## src/rtl/mbist_march_ctrl.sv

```systemverilog
// March C- MBIST controller for a 64x8 single-port SRAM with first-failure capture.
// Define MBIST_STOP_ON_FAIL_EN to end the test at the first mismatch.
module mbist_march_ctrl #(
  parameter int                ADDR_W = 6,
  parameter int                DATA_W = 8,
  parameter logic [DATA_W-1:0] BG     = '0,
  parameter int                ERR_W  = 8
) (
  input  logic              clk,
  input  logic              rst,
  input  logic              start,
  output logic [ADDR_W-1:0] ramaddr,
  output logic [DATA_W-1:0] ramin,
  output logic              rwbar,
  output logic              cs,
  input  logic [DATA_W-1:0] ramout,
  output logic              busy,
  output logic              done,
  output logic              fail,
  output logic [ADDR_W-1:0] fail_addr,
  output logic [DATA_W-1:0] fail_data,
  output logic [2:0]        fail_elem,
  output logic [ERR_W-1:0]  err_count
);

`ifdef MBIST_STOP_ON_FAIL_EN
  localparam bit STOP_ON_FAIL = 1'b1;
`else
  localparam bit STOP_ON_FAIL = 1'b0;
`endif

  localparam logic [1:0] S_IDLE = 2'd0;
  localparam logic [1:0] S_LOAD = 2'd1;
  localparam logic [1:0] S_OP   = 2'd2;
  localparam logic [1:0] S_DONE = 2'd3;

  localparam logic [2:0]        E_LAST = 3'd5;
  localparam logic [ADDR_W-1:0] A_MAX  = {ADDR_W{1'b1}};

  logic [1:0] state, n_state;
  logic [2:0] elem, n_elem;
  logic       op, n_op;     // 0 = first op of element, 1 = second (E1..E4 only)
  logic       cap, n_cap;   // read CAPTURE sub-phase
  logic [ADDR_W-1:0] n_addr;

  logic is_desc, two_op, is_wr, last_op, last_addr, mismatch, n_wr;
  logic [DATA_W-1:0] rd_exp;

  function automatic logic elem_desc(input logic [2:0] e);
    return (e == 3'd3) || (e == 3'd4);
  endfunction

  function automatic logic elem_two_op(input logic [2:0] e);
    return (e >= 3'd1) && (e <= 3'd4);
  endfunction

  function automatic logic elem_wr(input logic [2:0] e, input logic o);
    return (e == 3'd0) || (elem_two_op(e) && o);
  endfunction

  // E1/E3 write the "1" background, E0/E2/E4 write "0"
  function automatic logic [DATA_W-1:0] wr_pat(input logic [2:0] e);
    return ((e == 3'd1) || (e == 3'd3)) ? ~BG : BG;
  endfunction

  always_comb begin
    is_desc   = elem_desc(elem);
    two_op    = elem_two_op(elem);
    is_wr     = elem_wr(elem, op);
    last_op   = two_op ? op : 1'b1;
    last_addr = is_desc ? (ramaddr == '0) : (ramaddr == A_MAX);
    rd_exp    = ((elem == 3'd2) || (elem == 3'd4)) ? ~BG : BG;
    mismatch  = (state == S_OP) && cap && (ramout != rd_exp);
  end

  always_comb begin
    n_state = state;
    n_elem  = elem;
    n_addr  = ramaddr;
    n_op    = op;
    n_cap   = 1'b0;
    case (state)
      S_IDLE, S_DONE: if (start) n_state = S_LOAD;
      S_LOAD: begin
        n_state = S_OP;
        n_elem  = '0;
        n_addr  = '0;
        n_op    = 1'b0;
      end
      S_OP: begin
        if (!is_wr && !cap) begin
          n_cap = 1'b1;
        end else if (!last_op) begin
          n_op = 1'b1;
        end else begin
          n_op = 1'b0;
          if (!last_addr) begin
            n_addr = is_desc ? ramaddr - 1'b1 : ramaddr + 1'b1;
          end else if (elem == E_LAST) begin
            n_state = S_DONE;
          end else begin
            n_elem = elem + 3'd1;
            n_addr = elem_desc(elem + 3'd1) ? A_MAX : '0;
          end
        end
        if (STOP_ON_FAIL && mismatch) n_state = S_DONE;
      end
      default: n_state = S_IDLE;
    endcase
    n_wr = (n_state == S_OP) && elem_wr(n_elem, n_op);
  end

  // SRAM strobes are registered from the next-cycle operation
  always_ff @(posedge clk or posedge rst) begin
    if (rst) begin
      state     <= S_IDLE;
      elem      <= '0;
      op        <= 1'b0;
      cap       <= 1'b0;
      ramaddr   <= '0;
      ramin     <= '0;
      rwbar     <= 1'b1;
      cs        <= 1'b0;
      busy      <= 1'b0;
      done      <= 1'b0;
      fail      <= 1'b0;
      fail_addr <= '0;
      fail_data <= '0;
      fail_elem <= '0;
      err_count <= '0;
    end else begin
      state   <= n_state;
      elem    <= n_elem;
      op      <= n_op;
      cap     <= n_cap;
      ramaddr <= n_addr;
      cs      <= (n_state == S_OP);
      rwbar   <= !n_wr;
      ramin   <= n_wr ? wr_pat(n_elem) : '0;
      busy    <= (n_state == S_LOAD) || (n_state == S_OP);
      done    <= (n_state == S_DONE);
      if (n_state == S_LOAD) begin
        fail      <= 1'b0;
        fail_addr <= '0;
        fail_data <= '0;
        fail_elem <= '0;
        err_count <= '0;
      end else if (mismatch) begin
        if (err_count != {ERR_W{1'b1}}) err_count <= err_count + 1'b1;
        if (!fail) begin
          fail      <= 1'b1;
          fail_addr <= ramaddr;
          fail_data <= ramout;
          fail_elem <= elem;
        end
      end
    end
  end

endmodule

```

## config.mk

```make
export PLATFORM = sky130hd
export DESIGN_NAME = mbist_march_ctrl
export DESIGN_NICKNAME = d
export VERILOG_FILES = /design/src/rtl/mbist_march_ctrl.sv
export SDC_FILE = /design/constraint.sdc
export NUM_CORES = 1
export LEC_CHECK = 0
export CORE_MARGIN = 2
export CORE_UTILIZATION = 45
export CTS_CLUSTER_SIZE = 25
export DETAILED_ROUTE_END_ITERATION = 7
export PLACE_DENSITY = 0.73
export SLEW_MARGIN = 20
export SYNTH_ARGS = -nofsm -noshare
export SYNTH_HDL_FRONTEND = slang
export SYNTH_SLANG_ARGS = --single-unit
```

## constraint.sdc

```tcl
create_clock -name clk -period 4.7 [get_ports clk]
set_input_delay 0.47 -clock clk [delete_from_list [all_inputs] [get_ports clk]]
set_output_delay 0.47 -clock clk [all_outputs]
set_load 0.02 [all_outputs]
```

=== Yosys cells after proc, flatten, opt, wreduce, memory -nomap -nowiden ===
Cells that the tools add are included.

* Register bits: 51
* Output and inout bits: 44
* Logic and storage cells: 115
* Input bits: 11

* Mux-type cells: 42
* Reduce and logical (&&, ||, !) cells: 29
* Equality and inequality tests: 21
* Add/sub/neg operators: 4
* Magnitude comparators: 4

{| class="wikitable"
|+ Operators by type and width
! kind !! number
|-
| $mux 8 || 9
|-
| $mux 6 || 9
|-
| $mux 3 || 7
|-
| $eq 3x2->1 const B || 4
|-
| $pmux 6 s2 || 1
|-
| $mux 2 || 5
|-
| $eq 3x3->1 const B || 3
|-
| $add 8x1->8 const B || 1
|-
| $eq 2x2->1 const B || 4
|-
| $logic_and 1x1->1 || 8
|-
| $mux 1 || 8
|-
| $ne 8x8->1 || 1
|-
| $ne 8x8->1 const B || 1
|-
| $logic_or 1x1->1 || 7
|-
| $add 6x1->6 const B || 1
|-
| $eq 6x6->1 const B || 1
|-
| $ge 3x1->1 const B || 2
|-
| $le 3x3->1 const B || 2
|-
| $logic_not 3->1 || 2
|-
| $logic_not 6->1 || 1
|-
| $pmux 2 s3 || 1
|-
| $pmux 3 s2 || 1
|-
| $reduce_bool 2->1 || 3
|-
| $sub 6x1->6 const B || 1
|-
| other kinds (12) || 17
|}

=== Logic depth before layout (Yosys ltp) ===
Gate-level depths: netlist (run 1).

* Depth in word-level cells: 14
* Depth in mapped cells: 13
* Gate-level depth less buffers: 11

=== Worst setup path after synthesis (run 1) ===
No wires, ideal clock.

* Path type: register to register
* Start: reg elem[0]
* End: reg fail_addr[0]
* Clock period less this slack: 3.313 ns
* Slack: 1.387 ns
* Data required time: 4.579 ns
* Setup time: 0.121 ns
* Arrival time: 3.192 ns
* Path buffers: 2
* Stages on the path, launching flop included: 14
* Cell sequence: dfrtp_1 > inv_1 > ha_1 > mux2_4 > or4_4 > nand2_1 > nand2_1 > nor3_1 > o31a_1 > ha_1 > clkbuf_1 > nor2_2 > buf_2 > a22o_1

* Longest elaborated chain between the ends: 11
* Elaborated cells on any way between the ends: 29
* Those cells by class: order compare: 2; eq/ne: 7; mux: 9; reduce/logical: 11

{| class="wikitable"
|+ RTL lines
! item !! RTL line !! source
|-
| start: declaration || 41 || <nowiki>logic [2:0] elem, n_elem;</nowiki>
|-
| start signal: assignment || 133 || <nowiki>elem <= n_elem;</nowiki>
|-
| $ge 3x1->1 / $le 3x3->1 (equally long branches) || 54 || <nowiki>return (e >= 3'd1) && (e <= 3'd4);</nowiki>
|-
| $logic_and 1x1->1 || 54 ||
|-
| $logic_and 1x1->1 || 58 || <nowiki>return (e == 3'd0) || (elem_two_op(e) && o);</nowiki>
|-
| $logic_or 1x1->1 || 58 ||
|-
| $logic_not 1->1 || 91 || <nowiki>if (!is_wr && !cap) begin</nowiki>
|-
| $logic_and 1x1->1 || 91 ||
|-
| $mux 2 * || 91 ||
|-
| $pmux 2 s3 * || 82 || <nowiki>case (state)</nowiki>
|-
| named net n_state[0] || 40 || <nowiki>logic [1:0] state, n_state;</nowiki>
|-
| $eq 2x1->1 * || 142 || <nowiki>if (n_state == S_LOAD) begin</nowiki>
|-
| $ne 2x1->1 (no line) / $reduce_bool 2->1 (equally long branches) || -- ||
|-
| $reduce_and 2->1 (no line) || -- ||
|-
| end signal: assignment || 152 || <nowiki>fail_addr <= ramaddr;</nowiki>
|-
| end: declaration || 20 || <nowiki>output logic [ADDR_W-1:0] fail_addr,</nowiki>
|}

Mark *: on every way through the listed nets, which the timed path passes. The rest lies on a longest branch.
A chain may end at the register's enable or synchronous reset.

=== Final worst setup path (run 1) ===
* Start: reg elem[0]
* End: reg fail_addr[1]

* Longest elaborated chain between the ends: 11
* Elaborated cells on any way between the ends: 29
* Those cells by class: order compare: 2; eq/ne: 7; mux: 9; reduce/logical: 11

{| class="wikitable"
|+ RTL lines
! item !! RTL line
|-
| $ge 3x1->1 / $le 3x3->1 (equally long branches) || 54
|-
| $logic_and 1x1->1 || 54
|-
| $logic_and 1x1->1 || 58
|-
| $logic_or 1x1->1 || 58
|-
| $logic_not 1->1 || 91
|-
| $logic_and 1x1->1 || 91
|-
| $mux 2 || 91
|-
| $pmux 2 s3 || 82
|-
| $eq 2x1->1 || 142
|-
| $ne 2x1->1 (no line) / $reduce_bool 2->1 (equally long branches) || --
|-
| $reduce_and 2->1 (no line) || --
|}

Parallel ways exist; a longest one is shown, timed or not.

==> results of run 1 <==
## Yosys cell counts (3+ instances only)
library cell / count
a21o_1: 3
ha_1: 14
or3_1: 5
dfrtp_1: 43
o21ai_1: 4
mux2i_1: 3
inv_1: 17
nand3_1: 4
nor2_1: 16
o21ai_0: 15
nand4_1: 7
nor4_1: 6
a22o_1: 19
nand2_1: 18
buf_4: 8
clkbuf_1: 4
xnor2_1: 6
nor3_1: 5
a21oi_1: 10
## stage by stage
step | power, mW | setup slack (ps)
global route | 1.02 | 443
detailed placement | 0.728 | 751
CTS | 0.969 | 721
finish | 0.957 | 694
global placement | 0.723 | 924
floorplan | 0.639 | 1390
## layer usage
| layer | wire [um] | part of all wire, % | global-route usage, % |
|---|---|---|---|
| met5 | 0 | 0 | 0 |
| met4 | 65 | 1.2 | 6.32 |
| met3 | 343 | 6.3 | 4.65 |
| met2 | 2460 | 45 | 27.2 |
| met1 | 2570 | 47 | 27.0 |
## state kept, by name (all words and copies together), names as in the netlist
register   flops
fail_data      8
ramaddr        6
busy           1
err_count      8
elem           3
rwbar          1
fail           1
fail_elem      3
fail_addr      6
cs             1
ramin          1
cap            1
done           1
state          2
op             1
## kinds of logic after synthesis
family / share of synthesized area, %
XOR/XNOR: 2.49
flip-flops: 44.8
AO/OA/AOI/OAI: 20.9
adder cells (fa/ha/maj): 7.94
multiplexers: 1.83
AND/OR/NAND/NOR: 16.2
buffers and inverters: 5.85
## where the power goes
| part | switching (mW) | internal [mW] | total (mW) |
|---|---|---|---|
| clock network | 0.120 | 0.117 | 0.238 |
| logic | 0.195 | 0.108 | 0.302 |
| registers | 0.0176 | 0.400 | 0.418 |
## area by class of cell
cell class	instances	area [sq um]	share of cell area, %
tap	70	87.6	2.82
multi-input combinational	172	1210	39.0
sequential	44	1100	35.5
clock buffer	6	82.6	2.66
clock inverter	2	10.0	0.322
inverter	17	63.8	2.05
timing repair buffer	55	548	17.6
## worst register-to-register path, stage by stage, from the launching register on
cell	delay [ps]
dfrtp_1	500
inv_1	120
ha_1	290
mux2_4	350
or4_4	520
nand2_1	240
a41oi_1	150
nor2_1	150
o221ai_1	130
ha_1	350
nor3_2	890
a22o_1	250
## layout by cell type, fill, tap and decap left out, types with 2 or more instances in the layout
master | netlist | routed
a22o_1 | 19 | 19
nand2_1 | 18 | 18
xnor2_1 | 6 | 6
nand3_1 | 4 | 4
mux2i_1 | 3 | 3
nor2b_1 | 2 | 2
nand4_1 | 7 | 7
clkinv_2 | 0 | 2
o21ai_1 | 4 | 4
a31o_2 | 2 | 2
nor3_1 | 5 | 5
clkbuf_8 | 0 | 6
and2_1 | 2 | 2
o211ai_1 | 2 | 2
a21oi_1 | 10 | 10
clkdlybuf4s50_1 | 0 | 54
o21ai_0 | 15 | 15
a31oi_1 | 2 | 2
ha_1 | 14 | 14
nor3_2 | 2 | 2
dfrtp_1 | 43 | 43
inv_1 | 17 | 16
nand3b_1 | 2 | 2
a211oi_1 | 2 | 2
o31a_1 | 2 | 2
a21o_1 | 3 | 3
or3_1 | 5 | 5
nor4_1 | 6 | 6
nor2_1 | 16 | 16
o31ai_1 | 2 | 2
## path summary, 6_finish.rpt
| kind | start | endpoint | slack, ps | depth (start not counted) |
|---|---|---|---|---|
| setup / recovery | elem[0]$_DFF_PP0_ | fail_addr[1]$_DFFE_PP0P_ | 690 | 11 |
| hold / removal | op$_DFF_PP0_ | cap$_DFF_PP0_ | 500 | 1 |
| setup reg to reg | elem[0]$_DFF_PP0_ | fail_addr[1]$_DFFE_PP0P_ | 690 | 11 |
| hold reg to reg | op$_DFF_PP0_ | cap$_DFF_PP0_ | 500 | 1 |
| max in group asynchronous | rst | ramaddr[3]$_DFFE_PP0P_ | 3730 | 3 |
| min in group asynchronous | rst | state[0]$_DFF_PP0_ | 600 | 3 |
==> run metrics, run 1 <==
Synthesis Warnings=0; worst path cell trace=inv_1 -> ha_1 -> mux2_4 -> or4_4 -> nand2_1 -> a41oi_1 -> nor2_1 -> o221ai_1 -> ha_1 -> nor3_2 -> a22o_1; RSZ-0062 raised after global routing=false; Fmax=250 MHz; Setup violations, final=0; top cell type's share of synthesized area=43.7%; WP data required=around 5000 ps; dominant cell type by area after synthesis=dfrtp_1; TritonCTS clock tree=done; cts hold-fix bufs=0; critical path's largest stage delay=890 ps; DRC viols=0; Routed Antenna Nets=0; drt first pass iters=4; chip width=~78 um; clk_skew=5.40 ps; post-synthesis sequential area ratio=44.8%; Netlist cell types=48; first-pass GRT wire length=approximately 9.1 mm; Worst path slowest cell=nor3_2; Crit Path Category=reg2reg; syn avg cell area=10.0 sq um; Total Routed Length=5.44 mm; Post-Syn Area=2460 sq um; Fill cells=449; max-cap violations=0; fin area=between 3000 and 4000 sq um; # nets final=321; Final Core Density=59.7%; Crit path max-delay family=simple AND/OR/NAND/NOR gates; fin cells=366; FF+latch count, synth=44; initial antenna violation count=0; ys async rst share=100%; Post-CTS Resized=0; Slew Limit Fails=0; Tcrit/Tclk final=85.2%; VDD IR-drop max=between 0.2 and 0.25 mV; layout cells sized above 1=7.77%; H-tree Lvls=2; Iteration-0 DRC Markers=84; DP Wirelength=3.99 mm; Main synth FF type=dfrtp_1; GRT Util Overall=18.6%; Bufs on Longest Clock Path=2; worst-path maximum fanout=17; count of input and output buffers=54; largest cells by area after synthesis=dfrtp_1, ha_1, a22o_1; Placer Congestion=just under 0.9; endpoint type of the worst setup path=flip-flop; vias after detailed routing=2042; Initial Utilization=47.3%; CTS root buf=clkbuf_8; Vias/cell=5.58; Reg clk slew, reported paths=80 ps; Fin. Hold Viols=0; cts bufs inserted=5; worst hold path class=reg2reg; Post-synth EDFFs=0; CP arrival=4230 ps; # IOs=55; Inst Count DP=358; CP dominant cell by count=ha_1; TNS Setup=0 ps; vias in the first global route=roughly 1900; syn nets=272; Die Area=6070 sq um; Leak Pwr=between 1 and 1.5 nW; critical path launch point type=flip-flop; Ant. Diodes=0; Period minus WS final=between 4000 and 5000 ps; Clock Sinks=44; Worst Max-Slew Pin Slew=just over 1000 ps; slew margin rel.=31.6%; Core Area=roughly 5200 sq um; Die Span Y=77.9 um; placed cell areas=3020 sq um; Worst Path Buf+Inv=1; WL/cell=14.9 um; status=finished, final reports clean; Synth Instances=246; total setup buffers inserted after CTS=0; Worst Hold Margin=approximately 500 ps; PwrDens=~310 nW/um^2; largest net degree at the start of global routing=45; Area growth, synth to finish=26.3%; cell row count=26; worst skew pair latency=290 ps; gr ovfl total=0
Note: power is estimated with default switching activity, not from simulation.
==> run 2, diff against run 1 <==
--- a/config.mk
+++ b/config.mk
@@ -9,6 +9,7 @@
 export CORE_UTILIZATION = 45
 export CTS_CLUSTER_SIZE = 25
 export DETAILED_ROUTE_END_ITERATION = 7
+export MAX_ROUTING_LAYER = met4
 export PLACE_DENSITY = 0.73
 export SLEW_MARGIN = 20
 export SYNTH_ARGS = -nofsm -noshare
==> run 2 against run 1 <==
Sequential share of layout area down 0.74 points. Final cell count unchanged. Wire length up 0.46%. Clock-buffer cell count down 1. Hold slack worse by 34 ps. Sequential power about the same. Fmax up 0.35%. Largest cell class unchanged. Critical path depth unchanged. Via count down 0.49%. Cell area up 2.1%. Non-clock buffer count unchanged.
==> run metrics, run 2 (synthesis gave the netlist of run 1 again) <==
vias in the first global route=1886 (was 1891); switching power total=0.339 mW (was 0.333 mW); Power Internal=0.773 mW (was 0.625 mW); H-tree Lvls=2 (unchanged); Worst Hold End=cap$_DFF_PP0_ (unchanged); worst hold path stage count=1 (unchanged); chip width=77.9 um (unchanged); worst skew pair latency=290 ps (about the same); layout cells sized above 1=7.77% (unchanged); DP Wirelength=4.02 mm (was 3.99 mm); area occupied by multi-input gates=1210 sq um (unchanged); TritonCTS clock tree=done (unchanged); PwrDens=350 nW/um^2 (was 308 nW/um^2); Period minus WS final=3990 ps (was 4010 ps); WP depth=11 (unchanged); Worst Path Buf+Inv=1 (unchanged); Fin. Hold Viols=0 (unchanged); Routed Antenna Nets=0 (unchanged); r2r startpoint=elem[0]$_DFF_PP0_ (unchanged); most frequent cells in the layout=clkdlybuf4s50_1, dfrtp_1, a22o_1, nand2_1 (unchanged); Reg clk slew, reported paths=80 ps (about the same); first-pass GRT wire length=9.02 mm (was 9.05 mm); critical path launch point type=flip-flop (unchanged); Worst Max-Slew Pin Slew=1000 ps (was 1020 ps); largest net degree at the start of global routing=45 (unchanged); # nets final=321 (unchanged); VDD IR-drop max=0.190 mV (was 0.231 mV); critical path's largest stage delay=870 ps (was 890 ps); endpoint type of the worst setup path=flip-flop (unchanged); Clock Sinks=44 (unchanged); worst hold start=op$_DFF_PP0_ (unchanged); worst hold path class=reg2reg (unchanged); sequential share of power=37.6% (was 43.6%); CP dominant cell by count=ha_1 (unchanged); Placer Congestion=0.903 (was 0.894); Fill cells=438 (was 449); vias after detailed routing=2032 (was 2042); switching share of power=30.5% (was 34.7%); pre-CTS setup slack=781 ps (was 751 ps); gr ovfl total=0 (unchanged); slew margin rel.=32.9% (was 31.6%); CP arrival=4220 ps (was 4230 ps); # IOs=55 (unchanged); Die Area=6070 sq um (unchanged); Iteration-0 DRC Markers=119 (was 84); total power draw=1.11 mW (was 0.957 mW); WP data required=4930 ps (was 4920 ps); Tcrit/Tclk final=84.9% (was 85.2%); Setup WS post-layout=708 ps (was 694 ps); Slew Limit Fails=0 (unchanged); Fmax=250 MHz (about the same); RSZ-0062 raised after global routing=false (unchanged); Worst path slowest cell=nor3_2 (unchanged); cts bufs inserted=5 (unchanged); CTS root buf=clkbuf_8 (unchanged); total setup buffers inserted after CTS=0 (unchanged); drt first pass iters=4 (unchanged); TNS Setup=0 ps (unchanged); max-cap violations=0 (unchanged); Comb pwr share=26.9% (was 31.6%); Worst R2R End=fail_addr[0]$_DFFE_PP0P_ (was fail_addr[1]$_DFFE_PP0P_); Ant. Diodes=0 (unchanged); WL/cell=14.9 um (about the same); worst path cell trace=inv_1 -> ha_1 -> mux2_4 -> or4_4 -> nand2_1 -> a41oi_1 -> nor2_1 -> o221ai_1 -> ha_1 -> nor3_2 -> a22o_1 (unchanged); worst-path maximum fanout=17 (unchanged); Worst Hold Margin=470 ps (was 504 ps); Final Core Density=61.0% (was 59.7%); DRC viols=0 (unchanged); status=finished, final reports clean (unchanged); Crit path max-delay family=simple AND/OR/NAND/NOR gates (unchanged); Crit Path Category=reg2reg (unchanged); Die Span Y=77.9 um (unchanged); Setup violations, final=0 (unchanged); Leak Pwr=1.36 nW (was 1.33 nW); cell row count=26 (unchanged); Vias/cell=5.55 (was 5.58); R2R Setup Slk=710 ps (was 690 ps); initial antenna violation count=0 (unchanged); Bufs on Longest Clock Path=2 (unchanged); largest registers=err_count: 8 flops, fail_data: 8 flops (unchanged); register area=1100 sq um (unchanged); commonest non-fill, non-tap cell in the layout=clkdlybuf4s50_1 (unchanged); Initial Utilization=47.3% (unchanged); Core Area=5200 sq um (unchanged); Total Routed Length=5.46 mm (was 5.44 mm); clk_skew=5.46 ps (was 5.40 ps); Post-CTS Resized=0 (unchanged); Area growth, synth to finish=29.0% (was 26.3%); GRT Util Overall=19.2% (was 18.6%); reg2reg path depth=11 (unchanged); count of input and output buffers=54 (unchanged); Clk pwr share=35.5% (was 24.8%); cts hold-fix bufs=0 (unchanged)
## run 2: cell count changes in the layout (fill, tap and decap cells not counted), sizes merged
cell	previous run	this run
bufinv	0	3
clkinv	3	1
clkbuf	6	5
## run 2: routing by layer
metal	vias to the layer above	routed length [um]	track usage, %
met4	0	64	5.79
met3	7	298	3.95
li1	990	-	-
met2	58	2560	29.7
met5	-	0	-
met1	977	2540	25.7
## run 2: power groups by stage
stage	clock network, mW	registers, mW	logic [mW]
6_report	0.395	0.418	0.299
5_1_grt	0.416	0.421	0.338
4_1_cts	0.402	0.418	0.302
3_5_place_dp	0	0.425	0.302
3_3_place_gp	0	0.425	0.298
2_1_floorplan	0	0.439	0.200
## run 2: area by class of cell
type,count,share of cell area [%]
multi-input combinational,172,38.2
sequential,44,34.7
timing repair buffer,55,17.3
clock inverter,3,2.84
tap,70,2.76
clock buffer,5,2.17
inverter,17,2.01
## run 2: how the worst max path moves through the flow
stage | startpoint | endpoint | slack (ps)
floorplan | elem[0]$_DFF_PP0_ | fail_addr[0]$_DFFE_PP0P_ | 1390
global placement | elem[0]$_DFF_PP0_ | fail_elem[0]$_DFFE_PP0P_ | 880
detailed placement | elem[0]$_DFF_PP0_ | fail_addr[0]$_DFFE_PP0P_ | 780
CTS | elem[0]$_DFF_PP0_ | fail_addr[0]$_DFFE_PP0P_ | 770
global route | elem[0]$_DFF_PP0_ | fail_data[0]$_DFFE_PP0P_ | 400
finish | elem[0]$_DFF_PP0_ | fail_addr[0]$_DFFE_PP0P_ | 710
## run 2: through the flow
stage               cell area, sq um  std cells
CTS                             3170        366
global route                    3170        366
floorplan                       2460        246
finish                          3170        366
global placement                3020        358
detailed placement              3020        358
==> run 3, diff against run 2 <==
--- a/config.mk
+++ b/config.mk
@@ -10,7 +10,7 @@
 export CTS_CLUSTER_SIZE = 25
 export DETAILED_ROUTE_END_ITERATION = 7
 export MAX_ROUTING_LAYER = met4
-export PLACE_DENSITY = 0.73
+export PLACE_DENSITY = 0.75
 export SLEW_MARGIN = 20
 export SYNTH_ARGS = -nofsm -noshare
 export SYNTH_HDL_FRONTEND = slang
==> constraint.sdc (replaced) <==
create_clock -name clk -period 3.44 [get_ports clk]
set_input_delay 0.344 -clock clk [delete_from_list [all_inputs] [get_ports clk]]
set_output_delay 0.344 -clock clk [all_outputs]
set_load 0.02 [all_outputs]
==> run 3 against run 2 <==
Sequential share of layout area rose by 0.15 points. Non-clock buffer count rose by 5. Via count fell by 0.84%. Largest power group unchanged.
==> run metrics, run 3 (synthesis gave the netlist of run 1 again) <==
status=finished, final reports clean (unchanged); Fin. Hold Viols=0 (unchanged); drt first pass iters=4 (unchanged); Power Internal=0.924 mW (was 0.773 mW); Worst Path Buf+Inv=3 (was 1); Worst Max-Slew Pin Slew=876 ps (was 1000 ps); Reg clk slew, reported paths=80 ps (about the same); worst hold path class=in2async (was reg2reg); chip width=77.9 um (unchanged); largest registers=err_count: 8 flops, fail_data: 8 flops (unchanged); commonest non-fill, non-tap cell in the layout=clkdlybuf4s50_1 (unchanged); VDD IR-drop max=0.414 mV (was 0.190 mV); Die Span Y=77.9 um (unchanged); Period minus WS final=3240 ps (was 3990 ps); switching share of power=33.3% (was 30.5%); Fmax=309 MHz (was 250 MHz); most frequent cells in the layout=clkdlybuf4s50_1, dfrtp_1, a22o_1, nand2_1 (unchanged); sequential share of power=41.3% (was 37.6%); cell row count=26 (unchanged); WP data required=3630 ps (was 4930 ps); Clk pwr share=27.6% (was 35.5%); endpoint type of the worst setup path=flip-flop (unchanged); Worst path slowest cell=or4_4 (was nor3_2); vias after detailed routing=2015 (was 2032); # IOs=55 (unchanged); PwrDens=437 nW/um^2 (was 350 nW/um^2); gr ovfl total=0 (unchanged); RSZ-0062 raised after global routing=false (unchanged); max-cap violations=0 (unchanged); critical path's largest stage delay=520 ps (was 870 ps); DRC viols=0 (unchanged); GRT Util Overall=18.6% (was 19.2%); DP Wirelength=3.97 mm (was 4.02 mm); H-tree Lvls=2 (unchanged); Routed Antenna Nets=0 (unchanged); clk_skew=3.08 ps (was 5.46 ps); Placer Congestion=0.837 (was 0.903); first-pass GRT wire length=8.83 mm (was 9.02 mm); Core Area=5200 sq um (unchanged); TritonCTS clock tree=done (unchanged); TNS Setup=0 ps (unchanged); CTS root buf=clkbuf_8 (unchanged); Ant. Diodes=0 (unchanged); Area growth, synth to finish=28.8% (was 29.0%); Setup violations, final=0 (unchanged); cts bufs inserted=5 (unchanged); Initial Utilization=47.3% (unchanged); initial antenna violation count=0 (unchanged); layout cells sized above 1=9.63% (was 7.77%); CP arrival=3420 ps (was 4220 ps); largest net degree at the start of global routing=45 (unchanged); Tcrit/Tclk final=94.1% (was 84.9%); total setup buffers inserted after CTS=0 (unchanged); Clock Sinks=44 (unchanged); Slew Limit Fails=0 (unchanged); WL/cell=14.2 um (was 14.9 um); Comb pwr share=31.0% (was 26.9%); worst-path maximum fanout=17 (unchanged); Leak Pwr=1.36 nW (about the same); vias in the first global route=1888 (was 1886); Iteration-0 DRC Markers=135 (was 119); Bufs on Longest Clock Path=2 (unchanged); slew margin rel.=41.0% (was 32.9%); switching power total=0.461 mW (was 0.339 mW); Final Core Density=60.9% (was 61.0%); Die Area=6070 sq um (unchanged); Crit path max-delay family=simple AND/OR/NAND/NOR gates (unchanged); Total Routed Length=5.26 mm (was 5.46 mm); # nets final=326 (was 321); worst path cell trace=inv_1 -> ha_1 -> mux2_4 -> or4_4 -> nand2_1 -> buf_4 -> nand2_1 -> nor3_1 -> o31a_1 -> ha_1 -> nor3_2 -> buf_4 -> a22o_1 (was inv_1 -> ha_1 -> mux2_4 -> or4_4 -> nand2_1 -> a41oi_1 -> nor2_1 -> o221ai_1 -> ha_1 -> nor3_2 -> a22o_1); worst skew pair latency=290 ps (about the same); Vias/cell=5.43 (was 5.55); Crit Path Category=reg2reg (unchanged); critical path launch point type=flip-flop (unchanged); count of input and output buffers=54 (unchanged)
==> run 3: cell count changes in the layout (fill, tap and decap cells not counted), sizes merged <==
cell	change
bufinv	-2
buf	+5
clkinv	+1
clkbuf	+1
==> run 3: metal layers <==
| metal | track usage, % | share of wire (%) |
|---|---|---|
| met5 | - | 0 |
| met4 | 5.09 | 0.97 |
| met3 | 3.84 | 5.1 |
| met2 | 27.7 | 45 |
| met1 | 26.1 | 49 |
==> run 3: layout make-up <==
class | count | area (sq um)
fillers | 442 | 2040
multi-input cells | 172 | 1220
flip-flops and latches | 44 | 1100
repair buffers | 60 | 586
well taps | 70 | 87.6
clock buffers | 6 | 72.6
inverters | 17 | 63.8
clock inverters | 2 | 35.0
==> run 3: power by group through the flow <==
stage	clock network [mW]	logic, mW	registers, mW
floorplan	0	0.273	0.600
global placement	0	0.419	0.582
detailed placement	0	0.428	0.582
CTS	0.393	0.429	0.572
global route	0.412	0.476	0.577
finish	0.383	0.430	0.573
==> run 3: path summary, 6_finish.rpt <==
path                                            end  slack (ps)  depth (start not counted)                startpoint
hold / removal             fail_elem[1]$_DFFE_PP0P_         480                          3                       rst
min in group clk           fail_addr[3]$_DFFE_PP0P_         510                          1  fail_addr[3]$_DFFE_PP0P_
max in group asynchronous         elem[0]$_DFF_PP0_        2560                          3                       rst
setup / recovery           fail_elem[2]$_DFFE_PP0P_         200                         13         elem[0]$_DFF_PP0_
setup reg to reg           fail_elem[2]$_DFFE_PP0P_         200                         13         elem[0]$_DFF_PP0_
hold reg to reg            fail_addr[3]$_DFFE_PP0P_         510                          1  fail_addr[3]$_DFFE_PP0P_
==> run 3: timing repair <==
action,CTS,global route
hold buffers,0,0
endpoints found under the setup margin,0,17
resized for setup,0,3
==> run 3: worst min-delay path: cells and delay by family <==
family	cells	cell delay, ps
buf+inv	3	890
==> run 3: metrics by stage <==
| stage | power [mW] | area [sq um] | std cells | hold slack [ps] | setup slack (ps) |
|---|---|---|---|---|---|
| after floorplan | 0.873 | 2460 | 246 | 431 | 127 |
| after global placement | 1.00 | 3050 | 363 | 486 | 181 |
| after detailed placement | 1.01 | 3050 | 363 | 483 | 93.6 |
| after CTS | 1.39 | 3160 | 371 | 494 | 74.3 |
| after global routing | 1.47 | 3170 | 371 | 530 | 44.9 |
| final | 1.39 | 3170 | 371 | 485 | 202 |
